File: config.mk
export PLATFORM = sky130hd
export DESIGN_NAME = fetch_sequencer_flat
export DESIGN_NICKNAME = d
export VERILOG_FILES = /design/src/rtl/fetch_sequencer_if.sv /design/src/rtl/fetch_sequencer.sv /design/src/flat_wrapper.sv
export SDC_FILE = /design/constraint.sdc
export NUM_CORES = 1
export LEC_CHECK = 0
export ABC_AREA = 1
export CAP_MARGIN = 10
export CORE_MARGIN = 2
export CORE_UTILIZATION = 40
export CTS_BUF_LIST = sky130_fd_sc_hd__clkbuf_4 sky130_fd_sc_hd__clkbuf_8 sky130_fd_sc_hd__clkbuf_16
export DETAILED_ROUTE_END_ITERATION = 8
export PLACE_DENSITY_LB_ADDON = 0.12
export SYNTH_ARGS = -nofsm -noshare
export SYNTH_HDL_FRONTEND = slang
export SYNTH_SLANG_ARGS = --single-unit
File: constraint.sdc
create_clock -name clk -period 2 [get_ports clk]
set_clock_uncertainty 0.1 [all_clocks]
set_input_delay 0.6 -clock clk [delete_from_list [all_inputs] [get_ports clk]]
set_output_delay 0.6 -clock clk [all_outputs]
set_load 0.02 [all_outputs]
File: src/rtl/fetch_sequencer_if.sv
// Fetch sequencer bus bundle.
// Groups the run control, instruction memory fetch handshake, decode/execute
// handshake, PC redirect and status signals between the sequencer and its
// environment.
//   master : the sequencer (drives o_* signals, samples i_* signals)
//   slave  : the surrounding core / memory / testbench
interface fetch_sequencer_if;
  logic        i_run;
  logic        o_mem_req;
  logic [31:0] o_mem_addr;
  logic        i_mem_valid;
  logic        o_state;
  logic        i_fetch_over;
  logic [31:0] i_instruction;
  logic        o_exec_start;
  logic        i_exec_done;
  logic        i_pc_load;
  logic [31:0] i_pc_target;
  logic [31:0] o_pc;
  logic        o_halted;
  logic [1:0]  o_cause;
  logic [31:0] o_retired;

  modport master (
    input  i_run,
    output o_mem_req,
    output o_mem_addr,
    input  i_mem_valid,
    output o_state,
    input  i_fetch_over,
    input  i_instruction,
    output o_exec_start,
    input  i_exec_done,
    input  i_pc_load,
    input  i_pc_target,
    output o_pc,
    output o_halted,
    output o_cause,
    output o_retired
  );

  modport slave (
    output i_run,
    input  o_mem_req,
    input  o_mem_addr,
    output i_mem_valid,
    input  o_state,
    output i_fetch_over,
    output i_instruction,
    input  o_exec_start,
    output i_exec_done,
    output i_pc_load,
    output i_pc_target,
    input  o_pc,
    input  o_halted,
    input  o_cause,
    input  o_retired
  );
endinterface

File: src/rtl/fetch_sequencer.sv
// Instruction fetch sequencer.
// Steps a program counter through IDLE -> FETCH -> DECODE -> EXECUTE and back,
// with halts on illegal instruction, bus timeout and misaligned next PC.
// Ports:
//   clk   : clock, all state updates on the rising edge
//   rst_n : synchronous active-low reset
//   bus   : fetch_sequencer_if.master (run, fetch handshake, decode/execute
//           handshake, redirect, PC / halt / retired-count status)
// Parameters:
//   RESET_PC : PC loaded on reset
//   TIMEOUT  : FETCH cycles without i_mem_valid before a bus-timeout halt (2..65535)
module fetch_sequencer #(
  parameter logic [31:0] RESET_PC = 32'h0000_0000,
  parameter int unsigned TIMEOUT  = 16
) (
  input logic               clk,
  input logic               rst_n,
  fetch_sequencer_if.master bus
);

  typedef enum logic [2:0] {
    StIdle,
    StFetch,
    StDecode,
    StExecute,
    StHalt
  } state_e;

  localparam logic [15:0] TmoLast     = 16'(TIMEOUT - 1);
  localparam logic [31:0] IllegalCode = 32'd255;

  localparam logic [1:0] CauseIllegal  = 2'd1;
  localparam logic [1:0] CauseTimeout  = 2'd2;
  localparam logic [1:0] CauseMisalign = 2'd3;

  state_e      state_q, state_d;
  logic [31:0] pc_q, pc_d;
  logic [31:0] retired_q, retired_d;
  logic [15:0] tmo_q, tmo_d;
  logic [1:0]  cause_q, cause_d;
  logic [31:0] next_pc;

  logic mem_req_q;
  logic phase_q;
  logic exec_start_q;
  logic halted_q;

  always_comb begin
    state_d   = state_q;
    pc_d      = pc_q;
    retired_d = retired_q;
    tmo_d     = tmo_q;
    cause_d   = cause_q;
    // Sequential PC wraps naturally at 2^32.
    next_pc   = bus.i_pc_load ? bus.i_pc_target : pc_q + 32'd4;

    case (state_q)
      StIdle: begin
        if (bus.i_run) state_d = StFetch;
      end
      StFetch: begin
        // Valid beats the timeout when both land on the same cycle.
        if (bus.i_mem_valid) begin
          state_d = StDecode;
          tmo_d   = '0;
        end else if (tmo_q == TmoLast) begin
          state_d = StHalt;
          cause_d = CauseTimeout;
        end else begin
          tmo_d = tmo_q + 16'd1;
        end
      end
      StDecode: begin
        if (bus.i_fetch_over) begin
          if (bus.i_instruction == IllegalCode) begin
            state_d = StHalt;
            cause_d = CauseIllegal;
          end else begin
            state_d = StExecute;
          end
        end
      end
      StExecute: begin
        if (bus.i_exec_done) begin
          pc_d      = next_pc;
          retired_d = retired_q + 32'd1;
          // A misaligned target still retires and is loaded before halting.
          if (next_pc[1:0] != 2'b00) begin
            state_d = StHalt;
            cause_d = CauseMisalign;
          end else if (bus.i_run) begin
            state_d = StFetch;
          end else begin
            state_d = StIdle;
          end
        end
      end
      StHalt: begin
        state_d = StHalt;
      end
      default: begin
        state_d = StIdle;
      end
    endcase
  end

  // Outputs are registered from the next state so they line up with state_q.
  always_ff @(posedge clk) begin
    if (!rst_n) begin
      state_q      <= StIdle;
      pc_q         <= RESET_PC;
      retired_q    <= '0;
      tmo_q        <= '0;
      cause_q      <= '0;
      mem_req_q    <= 1'b0;
      phase_q      <= 1'b1;
      exec_start_q <= 1'b0;
      halted_q     <= 1'b0;
    end else begin
      state_q      <= state_d;
      pc_q         <= pc_d;
      retired_q    <= retired_d;
      tmo_q        <= tmo_d;
      cause_q      <= cause_d;
      mem_req_q    <= (state_d == StFetch);
      phase_q      <= (state_d != StFetch);
      exec_start_q <= (state_d == StExecute) && (state_q != StExecute);
      halted_q     <= (state_d == StHalt);
    end
  end

  assign bus.o_mem_req    = mem_req_q;
  assign bus.o_mem_addr   = pc_q;
  assign bus.o_state      = phase_q;
  assign bus.o_exec_start = exec_start_q;
  assign bus.o_pc         = pc_q;
  assign bus.o_halted     = halted_q;
  assign bus.o_cause      = cause_q;
  assign bus.o_retired    = retired_q;

endmodule
File: src/flat_wrapper.sv
// flat-port wrapper written by rule: the top's interface ports become plain ports
module fetch_sequencer_flat 
#(
  parameter logic [31:0] RESET_PC = 32'h0000_0000,
  parameter int unsigned TIMEOUT  = 16
)
  (clk, rst_n, bus_i_run, bus_o_mem_req, bus_o_mem_addr, bus_i_mem_valid, bus_o_state, bus_i_fetch_over, bus_i_instruction, bus_o_exec_start, bus_i_exec_done, bus_i_pc_load, bus_i_pc_target, bus_o_pc, bus_o_halted, bus_o_cause, bus_o_retired);
  fetch_sequencer_if bus_i ();
  input logic clk;
  input logic rst_n;
  input wire logic [$bits(bus_i.i_run)-1:0] bus_i_run;
  output wire logic [$bits(bus_i.o_mem_req)-1:0] bus_o_mem_req;
  output wire logic [$bits(bus_i.o_mem_addr)-1:0] bus_o_mem_addr;
  input wire logic [$bits(bus_i.i_mem_valid)-1:0] bus_i_mem_valid;
  output wire logic [$bits(bus_i.o_state)-1:0] bus_o_state;
  input wire logic [$bits(bus_i.i_fetch_over)-1:0] bus_i_fetch_over;
  input wire logic [$bits(bus_i.i_instruction)-1:0] bus_i_instruction;
  output wire logic [$bits(bus_i.o_exec_start)-1:0] bus_o_exec_start;
  input wire logic [$bits(bus_i.i_exec_done)-1:0] bus_i_exec_done;
  input wire logic [$bits(bus_i.i_pc_load)-1:0] bus_i_pc_load;
  input wire logic [$bits(bus_i.i_pc_target)-1:0] bus_i_pc_target;
  output wire logic [$bits(bus_i.o_pc)-1:0] bus_o_pc;
  output wire logic [$bits(bus_i.o_halted)-1:0] bus_o_halted;
  output wire logic [$bits(bus_i.o_cause)-1:0] bus_o_cause;
  output wire logic [$bits(bus_i.o_retired)-1:0] bus_o_retired;
  assign bus_i.i_run = bus_i_run;
  assign bus_o_mem_req = bus_i.o_mem_req;
  assign bus_o_mem_addr = bus_i.o_mem_addr;
  assign bus_i.i_mem_valid = bus_i_mem_valid;
  assign bus_o_state = bus_i.o_state;
  assign bus_i.i_fetch_over = bus_i_fetch_over;
  assign bus_i.i_instruction = bus_i_instruction;
  assign bus_o_exec_start = bus_i.o_exec_start;
  assign bus_i.i_exec_done = bus_i_exec_done;
  assign bus_i.i_pc_load = bus_i_pc_load;
  assign bus_i.i_pc_target = bus_i_pc_target;
  assign bus_o_pc = bus_i.o_pc;
  assign bus_o_halted = bus_i.o_halted;
  assign bus_o_cause = bus_i.o_cause;
  assign bus_o_retired = bus_i.o_retired;
  fetch_sequencer #(.RESET_PC(RESET_PC), .TIMEOUT(TIMEOUT)) u_core (.clk(clk), .rst_n(rst_n), .bus(bus_i));
endmodule
==> results of run 1 <==
==> layout by cell type, fill, tap and decap left out, drive strengths merged <==
master / instances
dfxtp: 89
a211oi: 2
nand2: 340
o31ai: 2
nand4: 19
and2: 5
dlygate4sd2: 98
a221oi: 1
or2: 2
clkinv: 4
buf: 61
clkinvlp: 1
nand3: 49
a31oi: 5
o21a: 2
nor2: 188
nand3b: 11
a21oi: 78
xor2: 4
xnor2: 1
o21ai: 42
ha: 3
clkbuf: 11
and3: 1
inv: 90
dlymetal6s2s: 3
nor3: 15
o21bai: 1
nor3b: 3
clkdlybuf4s50: 71
==> stage by stage <==
step,power [mW],hold slack [ns],setup slack (ns)
5_1_grt,4.26,0.397,0.00123
3_3_place_gp,2.46,0.346,-0.235
3_5_place_dp,2.45,0.357,-0.276
2_1_floorplan,2.15,0.366,0.227
4_1_cts,4.14,0.365,0.00164
6_report,4.09,0.360,0.0440
==> power by group <==
group	internal, mW	switching (mW)	total (mW)
logic	0.275	0.291	0.566
registers	1.80	0.0269	1.83
clock network	0.918	0.776	1.69
total	3.00	1.09	4.09
==> per-layer routing <==
metal	vias up	global-route usage, %
li1	3560	-
met5	-	0
met3	26	5.56
met1	2971	29.5
met2	197	38.3
met4	0	6.60
==> sequential cells by signal (all words and copies together), names as in the netlist <==
register and flops:
u_core.bus.o_cause 2, u_core.bus.o_exec_start 1, u_core.bus.o_halted 1, u_core.bus.o_mem_addr 32, u_core.bus.o_mem_req 1, u_core.bus.o_retired 32
u_core.bus.o_state 1, u_core.state_q 3, u_core.tmo_q 16
==> repair_timing <==
action | in CTS | in global routing
cloned | 0 | 0
gates resized for setup | 98 | 9
pin swaps | 0 | 0
setup endpoints to repair | 98 | 16
==> logic make-up after synthesis <==
logic type / count (synthesis) / synth area share [%]
adders and majority gates: 3 / 0.636
DFF: 89 / 30.2
xor gates and xnor gates: 5 / 0.742
and+or+nand+nor: 633 / 44.9
AOI/OAI and AO/OA: 133 / 11.8
buffers and inverters: 148 / 11.8
==> layout make-up <==
type                            count  area (sq um)
Clock buffer                       11           253
Clock inverter                      5          38.8
Fill cell                        1511          6280
Inverter                           90           338
Multi-Input combinational cell    774          3440
Sequential cell                    89          1780
Tap cell                          184           230
Timing Repair Buffer              233          2110
==> path summary, 6_finish.rpt <==
check,to,slack [ns],cells after the start
worst max-delay path,bus_o_state,0.04,1
worst min register to register,u_core.bus.o_cause[0],0.36,2
worst min-delay path,u_core.bus.o_cause[0],0.36,2
worst max register to register,u_core.bus.o_mem_addr[19],0.16,9
==> results.md, run 1 <==
- Reg clk slew, reported paths: 0.07 ns
- Antenna violations before repair: 0
- Critical Path Max Stage Delay: 0.59 ns
- # clock sinks: 89
- Worst Path Max Fanout: 1
- First-pass DRT Iterations: 5
- CTS Buf Count: 9
- Postcts setup bufs: 0
- Final setup TNS: 0 ns
- Area grow syn2layout: 38.9%
- Async S/R FF share, synth: 0%
- Reg-to-Reg Start: u_core.bus.o_mem_addr[5]
- Drt wl/cell: 12.8 um
- Max_cap viols: 0
- Die width: 125 um
- Synth top cells by count: nand2_1 (338), nor2_1 (181), dfxtp_1 (89), inv_1 (87), a21oi_1 (78)
- Post-route cell area: 0.00819 sq mm
- Number of diodes: 0
- Vias in the first global route: 6197
- Gr ovfl total: 0
- Highest Clock Rate: 0.511 GHz
- Slew margin rel.: 73.3%
- PortBufs: 172
- Pwr/cell area: 499 mW/mm^2
- # setup viols final: 0
- Htree depth: 3
- Arr. time, crit path: 1.26 ns
- Layout cell share with drive strength beyond 1: 8.15%
- Synth Register Bits: 89
- Cells after Synth: 1011
- Core Footprint: 0.0145 sq mm
- Static Leakage: 3.55 nW
- Syn avg cell area: 5.83 sq um
- Syn Nets: 1085
- Top-count cell post-synth: nand2_1
- CP startpoint: u_core.bus.o_state
- Tightest Pin Transition: 0.397 ns
- Via density: 4.87
- Io pins: 173
- Warnings from Yosys: 0
- Hold buffers post-CTS: 0
- TritonCTS clock tree: built
- Clock Path Buffers: 2
- M1 WL: 7990 um
- Starting Density: 40.7%
- CP Capture Type: primary output
- Worst Setup Start Kind: register
- DR WL met2: 8420 um
- Status: complete, no violations
- Critical Path RT: 1.30 ns
- Worst Min Path Start: u_core.bus.o_cause[0]
- Fin. max-slew vios: 0
- Crit path max-delay family: buffers and inverters
- Routed wire length: 17800 um
- Synth area leader: dfxtp_1
- Final worst path period share: 97.8%
- Number of synthesized flops with an enable pin: 0
- DRC Markers: 0
- Synthesized area: 0.00590 sq mm
- Crit path cell chain: clkdlybuf4s50_1
- Num rows: 44
- Overall die height: 125 um
- Tot GR Track Use: 23.0%
- Tmin final: 1.96 ns
- Synth Flop Type: dfxtp_1
- Slowest stage cell, crit path: clkdlybuf4s50_1
- Hold Path Class: reg -> reg
- Seq/Total Area, Yosys: 30.2%
- Dpl cells: 1370
- Final core utilization: 56.6%
- Final nets: 1271
- Share of the synthesized area in the top cell type: 30.2%
- Final Wtd Congestion: 0.958
- Kind of critical path: reg -> out
- Synth unique cells: 38
- Iter 0 DRT Violations: 561
- Final Hold Violating Endpoints: 0
- RSZ-0062 raised after global routing: false
- WL met3: 1070 um
- Worst vdd ir: 432 uV
- Via count: 6754
- Synth area leaders: dfxtp_1 (30%), nand2_1 (22%), nor2_1 (12%)
- Final ANT Viol Nets: 0
- CTS root buffer: clkbuf_16
- Post-DP Area: 0.00800 sq mm
- WP buf/inv: 1
- DIE AREA: 0.0157 sq mm
- Largest net degree at the start of global routing: 59
- First-pass GRT wire length: 30000 um
- DP HPWL: 13500 um
- Max layer used: met4
- Non-Filler Instances: 1386
- Clk_lat worst skew: 0.36 ns
Note: power is estimated with default switching activity, not from simulation.
==> run 2, diff against run 1 <==
--- a/config.mk
+++ b/config.mk
@@ -5,7 +5,6 @@
 export SDC_FILE = /design/constraint.sdc
 export NUM_CORES = 1
 export LEC_CHECK = 0
-export ABC_AREA = 1
 export CAP_MARGIN = 10
 export CORE_MARGIN = 2
 export CORE_UTILIZATION = 40
==> run 2 against run 1 <==
Effect of this change:
- die area shrank 15%
- cell area shrank 9.1%
- global-route usage shrank 0.62 points
- largest power group unchanged
- count of clock-buffer cells in the layout is the same
- total power shrank 5.8%
- sequential cell count is the same
- via count shrank 20%
- register-to-register slack lost 0.14 ns
- utilization grew 4.9 points
- critical path type is now reg -> reg
- critical path depth grew 4
==> results.md, run 2 <==
- Status: complete, no violations
- Most common cell after layout, fill and taps aside: dlygate4sd2_1
- Tot GR Track Use: 22.3% (-0.62 points)
- Antenna violations before repair: 0 (unchanged)
- Iter 0 DRT Violations: 320 (-43%)
- Share of the synthesized area in the top cell type: 35.6% (+5.4 points)
- Proportion of synthesized area in mux cells: 1.40% (+1.4 points)
- Vias in the first global route: 5010 (-19%)
- Slowest stage cell, crit path: or4_4
- Starting Density: 41.4% (+0.63 points)
- Warnings from Yosys: 0 (unchanged)
- CTS Buf Count: 9 (unchanged)
- Worst Min Path Start: u_core.bus.o_retired[31]
- Syn Nets: 697 (-36%)
- Static Leakage: 3.22 nW (-9.4%)
- Final ANT Viol Nets: 0 (unchanged)
- Worst Path Max Fanout: 3 (+2)
- Synth Register Bits: 89 (unchanged)
- Synth top cells by count: dfxtp_1 (89), nor2_1 (74), nand2_1 (53), a21oi_1 (33), buf_4 (33)
- Synth Flop Type: dfxtp_1
- First-pass DRT Iterations: 5 (unchanged)
- Tightest Pin Transition: 0.420 ns (+0.0224 ns)
- Tot Pwr: 3.85 mW (-5.8%)
- Async S/R FF share, synth: 0% (unchanged)
- Highest Clock Rate: 0.504 GHz (-1.5%)
- Post-Synth Simple-Gate Area: 30.9% (-14 points)
- Max_cap viols: 0 (unchanged)
- Crit path max-delay family: simple AND/OR/NAND/NOR gates
- Final worst path period share: 99.2% (+1.4 points)
- Arr. time, crit path: 2.13 ns (+0.87 ns)
- DRC Markers: 0 (unchanged)
- Final nets: 891 (-30%)
- Post-DP Area: 0.00718 sq mm (-10%)
- Top-count cell post-synth: dfxtp_1
- Tmin final: 1.98 ns (+0.0289 ns)
- Slew margin rel.: 71.7% (-1.5 points)
- Worst R2R Path Depth: 5 (-4)
- PortBufs: 172 (unchanged)
- Synth unique cells: 65 (+71%)
- Pwr/cell area: 518 mW/mm^2 (+3.6%)
- Post-synthesis compound-gate area fraction: 16.4% (+4.6 points)
- Core Footprint: 0.0121 sq mm (-16%)
- Syn avg cell area: 8.04 sq um (+38%)
- TritonCTS clock tree: built
- Reg-to-Reg Start: u_core.tmo_q[15]
- Number of synthesized flops with an enable pin: 0 (unchanged)
- Seq/Total Area, Yosys: 35.6% (+5.4 points)
- Non-Filler Instances: 990 (-29%)
- Post-synthesis adder-cell area fraction: 0.749% (+0.11 points)
- Fin. max-slew vios: 0 (unchanged)
- Via density: 5.47 (+12%)
- Overall die height: 116 um (-7.6%)
- Htree depth: 3 (unchanged)
- Cells after Synth: 623 (-38%)
- Worst vdd ir: 373 uV (-14%)
- Final core utilization: 61.5% (+4.9 points)
- Synth area leaders: dfxtp_1 (36%), nor2_1 (5.5%), buf_4 (4.9%)
- RSZ-0062 raised after global routing: true
- WHS Path Cells: 2 (unchanged)
- Kind of critical path: reg -> reg
- Worst reg2reg setup slack: 0.02 ns (-0.14 ns)
- Critical Path Max Stage Delay: 0.56 ns (-0.03 ns)
- Synth area leader: dfxtp_1
- Clock Path Buffers: 2 (unchanged)
- Post-route cell area: 0.00745 sq mm (-9.1%)
- Most frequent cells in the layout: dlygate4sd2_1 (98), buf_4 (75), nor2_1 (74), dfxtp_1 (74), clkdlybuf4s50_1 (60)
- Drt wl/cell: 15.3 um (+19%)
- Largest family of logic cells by synthesized area: simple AND/OR/NAND/NOR gates
- Clk_lat worst skew: 0.34 ns (-0.02 ns)
- Dpl cells: 969 (-29%)
- Gr ovfl total: 0 (unchanged)
- Number of diodes: 0 (unchanged)
- Largest net degree at the start of global routing: 46 (-22%)
- Xor and xnor area share after synthesis: 6.64% (+5.9 points)
- Die width: 116 um (-7.6%)
- Area grow syn2layout: 48.6%
- Routed wire length: 15100 um (-15%)
- Crit path cell chain: or4_4, nor4_4, nor3_2, buf_4, o311ai_1
- Final Hold Violating Endpoints: 0 (unchanged)
- # clock sinks: 89 (unchanged)
- Final Wtd Congestion: 0.909 (-5.1%)
- CTS root buffer: clkbuf_16
- Num rows: 40 (-9.1%)
- Hold EP: u_core.bus.o_retired[31]
- DIE AREA: 0.0134 sq mm (-15%)
- Layout cell share with drive strength beyond 1: 19.1% (+11 points)
- Io pins: 173 (unchanged)
- Critical Path RT: 2.15 ns (+0.85 ns)
- Worst R2R End: u_core.bus.o_state
- Reg clk slew, reported paths: 0.06 ns (about the same)
- Synthesized area: 0.00501 sq mm (-15%)
- Hold Path Class: reg -> reg
- Hold buffers post-CTS: 0 (unchanged)
- WP buf/inv: 1 (unchanged)
- DP HPWL: 11300 um (-16%)
- CP Capture Type: register
- Via count: 5412 (-20%)
- Worst Setup Start Kind: register
- FILL cells: 1134 (-25%)
- # setup viols final: 0 (unchanged)
- CP startpoint: u_core.tmo_q[15]
- First-pass GRT wire length: 24100 um (-20%)
## run 2: cell types whose count changed after synthesis, sizes merged, moves of 9 or more
cell	previous run	this run
and4	0	12
nand3	49	33
nand2	340	53
nor2	188	74
o21ai	42	25
nor4	0	24
o31ai	2	11
clkbuf	13	27
inv	89	6
and3	1	14
xnor2	1	18
xor2	4	20
a21oi	78	33
nand3b	11	1
## run 2: logic make-up (layout without fill, tap and decap cells)
kind of cell	Yosys count	count (layout)
adders and majority gates	3	3
xor gates and xnor gates	38	38
AOI/OAI and AO/OA	124	124
muxes	7	7
DFF	89	89
and+or+nand+nor	287	287
buffers and inverters	75	274
## run 2: layout make-up
class	instances	area, sq um	share of cell area (%)
tap	168	210	2.82
clock inverter	5	31.3	0.420
timing repair buffer	251	2220	29.8
inverter	7	26.3	0.353
multi-input combinational	459	2920	39.2
clock buffer	11	246	3.31
sequential	89	1800	24.2
## run 2: tightest hold or removal path, cell delays in order, from the launching register on
cell and delay [ns]:
dfxtp_1 0.32, nand2_1 0.06, mux2i_1 0.06
## run 2: report_power, final
group | switching (mW) | internal, mW
combinational | 0.209 | 0.243
clock | 0.703 | 0.885
sequential | 0.0201 | 1.79
total | 0.932 | 2.92
## run 2: repair_timing
action                     in CTS  in global routing
setup buffers                   3                  3
setup endpoints to repair     152                 39
pin swaps                       8                  9
cloned                          0                  0
resized for setup             130                 25
## run 2: worst max-delay path by stage
| stage | endpoint | slack, ns | cells after the start |
|---|---|---|---|
| after floorplan | u_core.bus.o_mem_req | -0.12 | 5 |
| after global placement | u_core.bus.o_mem_req | -0.58 | 6 |
| after detailed placement | u_core.bus.o_mem_addr[30] | -0.67 | 7 |
| after CTS | bus_o_mem_req | 0.002 | 1 |
| after global routing | u_core.tmo_q[1] | -0.09 | 6 |
| final | u_core.bus.o_state | 0.02 | 5 |
## run 2: routing by layer
metal	wire [um]	global-route usage, %	up-vias
met5	0	0	-
li1	-	-	2656
met4	218	7.38	0
met3	1140	5.44	27
met2	7120	36.5	220
met1	6620	29.1	2509
## run 2: per-stage QoR
step | TNS [ns] | hold slack, ns | setup slack, ns
floorplan | -0.464 | 0.381 | -0.116
global placement | -28.30 | 0.373 | -0.582
detailed placement | -32.25 | 0.393 | -0.671
CTS | 0 | 0.401 | 0.00183
global route | -0.371 | 0.422 | -0.0911
finish | 0 | 0.390 | 0.0151
==> run 3, diff against run 2 <==
==> constraint.sdc (replaced) <==
create_clock -name clk -period 1.8 [get_ports clk]
set_clock_uncertainty 0.1 [all_clocks]
set_input_delay 0.54 -clock clk [delete_from_list [all_inputs] [get_ports clk]]
set_output_delay 0.54 -clock clk [all_outputs]
set_load 0.02 [all_outputs]
==> run 3 against run 2 <==
Effect of this change:
- the flow now finishes with violations (setup timing)
- count of clock-buffer cells in the layout shrank 1
- utilization grew 7.4 points
- sequential share of layout area shrank 1.9 points
- first-iteration DRC count shrank 13%
- critical endpoint is now u_core.bus.o_cause[1]
- largest cell class unchanged
- largest power group is now clock
==> results.md, run 3 (same netlist as run 2, synthesis figures left out) <==
- Status: complete, but fails checks
- Failing checks: setup timing
- DRC Markers: 0 (unchanged)
- Hold Path Class: reg -> reg
- Clock Path Buffers: 2 (unchanged)
- # clock sinks: 89 (unchanged)
- Final setup margin: -0.181 ns (-0.197 ns)
- Final Hold Violating Endpoints: 0 (unchanged)
- WL met3: 868 um (-24%)
- CP startpoint: u_core.tmo_q[8]
- Final core utilization: 68.9% (+7.4 points)
- Tmin final: 1.98 ns (-0.00346 ns)
- Antenna violations before repair: 0 (unchanged)
- Iter 0 DRT Violations: 277 (-13%)
- DP HPWL: 12300 um (+9.4%)
- Htree depth: 3 (unchanged)
- Via count: 5755 (+6.3%)
- Routed wire length: 17200 um (+14%)
- Gr ovfl total: 0 (unchanged)
- RSZ-0062 raised after global routing: true
- Final ANT Viol Nets: 0 (unchanged)
- CTS root buffer: clkbuf_16
- Final Wtd Congestion: 0.899 (-1.1%)
- Tot GR Track Use: 24.1% (+1.7 points)
- Critical Path RT: 1.92 ns (-0.23 ns)
- Final worst path period share: 110% (+11 points)
- Worst R2R Path Depth: 6 (+1)
- Worst reg2reg setup slack: -0.18 ns (-0.20 ns)
- Area grow syn2layout: 66.6%
- Capture point of the worst path: u_core.bus.o_cause[1]
- Largest net degree at the start of global routing: 28 (-39%)
- DIE AREA: 0.0134 sq mm (unchanged)
- # setup viols final: 12 (+12)
- Starting Density: 41.4% (unchanged)
- Worst Path Max Fanout: 3 (unchanged)
- Kind of critical path: reg -> reg
- Layout cell share with drive strength beyond 1: 34.0% (+15 points)
- Die width: 116 um (unchanged)
- First-pass DRT Iterations: 5 (unchanged)
- Vias in the first global route: 5285 (+5.5%)
- Num rows: 40 (unchanged)
- Register area: 0.00186 sq mm (+3.2%)
- Non-Filler Instances: 1035 (+4.5%)
- Reg clk slew, reported paths: 0.07 ns (about the same)
- Static Leakage: 3.46 nW (+7.6%)
- Worst R2R End: u_core.bus.o_cause[1]
- Most common cell after layout, fill and taps aside: buf_4
- Core Footprint: 0.0121 sq mm (unchanged)
- Worst Setup Start Kind: register
- Max_cap viols: 0 (unchanged)
- CTS Buf Count: 9 (unchanged)
- FILL cells: 1001 (-12%)
- Max layer used: met4
- M1 WL: 7500 um (+13%)
- Multi-input gate area: 0.00328 sq mm (+12%)
- PortBufs: 172 (unchanged)
- Via density: 5.56 (+1.7%)
- Reg-to-Reg Start: u_core.tmo_q[8]
- Most frequent cells in the layout: buf_4 (109), dlygate4sd2_1 (78), nor2_1 (70)
- First-pass GRT wire length: 26000 um (+7.8%)
- DR WL met2: 8450 um (+19%)
- Dpl cells: 1003 (+3.5%)
- Hold buffers post-CTS: 0 (unchanged)
- Clk_lat worst skew: 0.34 ns (about the same)
- Pwr/cell area: 581 mW/mm^2 (+12%)
- Fin. max-slew vios: 0 (unchanged)
- TritonCTS clock tree: built
- Overall die height: 116 um (unchanged)
- Worst vdd ir: 384 uV (+2.9%)
- Number of diodes: 0 (unchanged)
- Drt wl/cell: 16.6 um (+8.8%)
- Slew margin rel.: 75.2% (+3.5 points)
- CP Capture Type: register
- Highest Clock Rate: 0.505 GHz (+0.17%)
- Tightest Pin Transition: 0.369 ns (-0.0508 ns)
- Io pins: 173 (unchanged)
- Final nets: 936 (+5.1%)
- Arr. time, crit path: 2.11 ns (-0.02 ns)
-- run 3: cell count changes in the layout (fill, tap and decap cells not counted), sizes merged --
| cell | delta |
|---|---|
| dlymetal6s2s | -4 |
| clkdlybuf4s15 | +17 |
| clkdlybuf4s50 | -1 |
| buf | +48 |
| clkinvlp | +2 |
| bufinv | +3 |
| clkbuf | +4 |
| clkinv | -4 |
| dlygate4sd2 | -20 |
-- run 3: worst min-delay path by stage --
stage                             startpoint                       end  slack [ns]  cells past startpoint
CTS                 u_core.bus.o_retired[13]  u_core.bus.o_retired[13]        0.41                      2
floorplan                    u_core.tmo_q[9]           u_core.tmo_q[9]        0.39                      2
detailed placement  u_core.bus.o_retired[13]  u_core.bus.o_retired[13]        0.39                      2
global route        u_core.bus.o_retired[13]  u_core.bus.o_retired[13]        0.43                      2
finish              u_core.bus.o_retired[13]  u_core.bus.o_retired[13]        0.41                      2
global placement    u_core.bus.o_retired[31]  u_core.bus.o_retired[31]        0.36                      2
-- run 3: layer usage --
layer,track usage [%],up-vias
met5,0,-
met4,8.02,0
met3,3.14,28
met2,41.0,212
met1,31.6,2770
li1,-,2745
-- run 3: metrics by stage --
| step | hold slack, ns | setup TNS (ns) | worst slack (ns) | total power, mW | area (sq um) |
|---|---|---|---|---|---|
| floorplan | 0.385 | -1.89 | -0.255 | 2.27 | 5230 |
| global placement | 0.364 | -35.00 | -0.730 | 2.60 | 7620 |
| detailed placement | 0.395 | -36.49 | -0.751 | 2.61 | 7620 |
| CTS | 0.409 | -1.10 | -0.200 | 4.83 | 7970 |
| global route | 0.435 | -2.80 | -0.271 | 4.98 | 8350 |
| finish | 0.405 | -1.11 | -0.181 | 4.85 | 8350 |
-- run 3: cell type report --
class                           count  share of cell area (%)
Clock buffer                       10                    3.00
Multi-Input combinational cell    459                    39.2
Sequential cell                    89                    22.3
Inverter                            7                   0.315
Tap cell                          168                    2.52
Timing Repair Buffer              296                    31.3
Clock inverter                      6                    1.35
-- run 3: worst max-delay path: stages, from the launching register on --
cell and delay (ns):
dfxtp_2 0.32, or4_4 0.55, nor4_4 0.37, a211oi_2 0.14
buf_4 0.15, o211ai_1 0.14, o31ai_1 0.09
-- run 3: power breakdown --
group / leakage, nW / switching, mW / internal [mW]
sequential: 0.742 / 0.0203 / 1.98
clock: 0.166 / 0.828 / 1.44
combinational: 2.55 / 0.261 / 0.316
-- run 3: what timing repair did --
action / CTS / global route
buffers inserted: 2 / 13
pin swaps: 20 / 27
gates cloned: 0 / 1
endpoints found under the setup margin: 174 / 76
gates resized for setup: 167 / 102
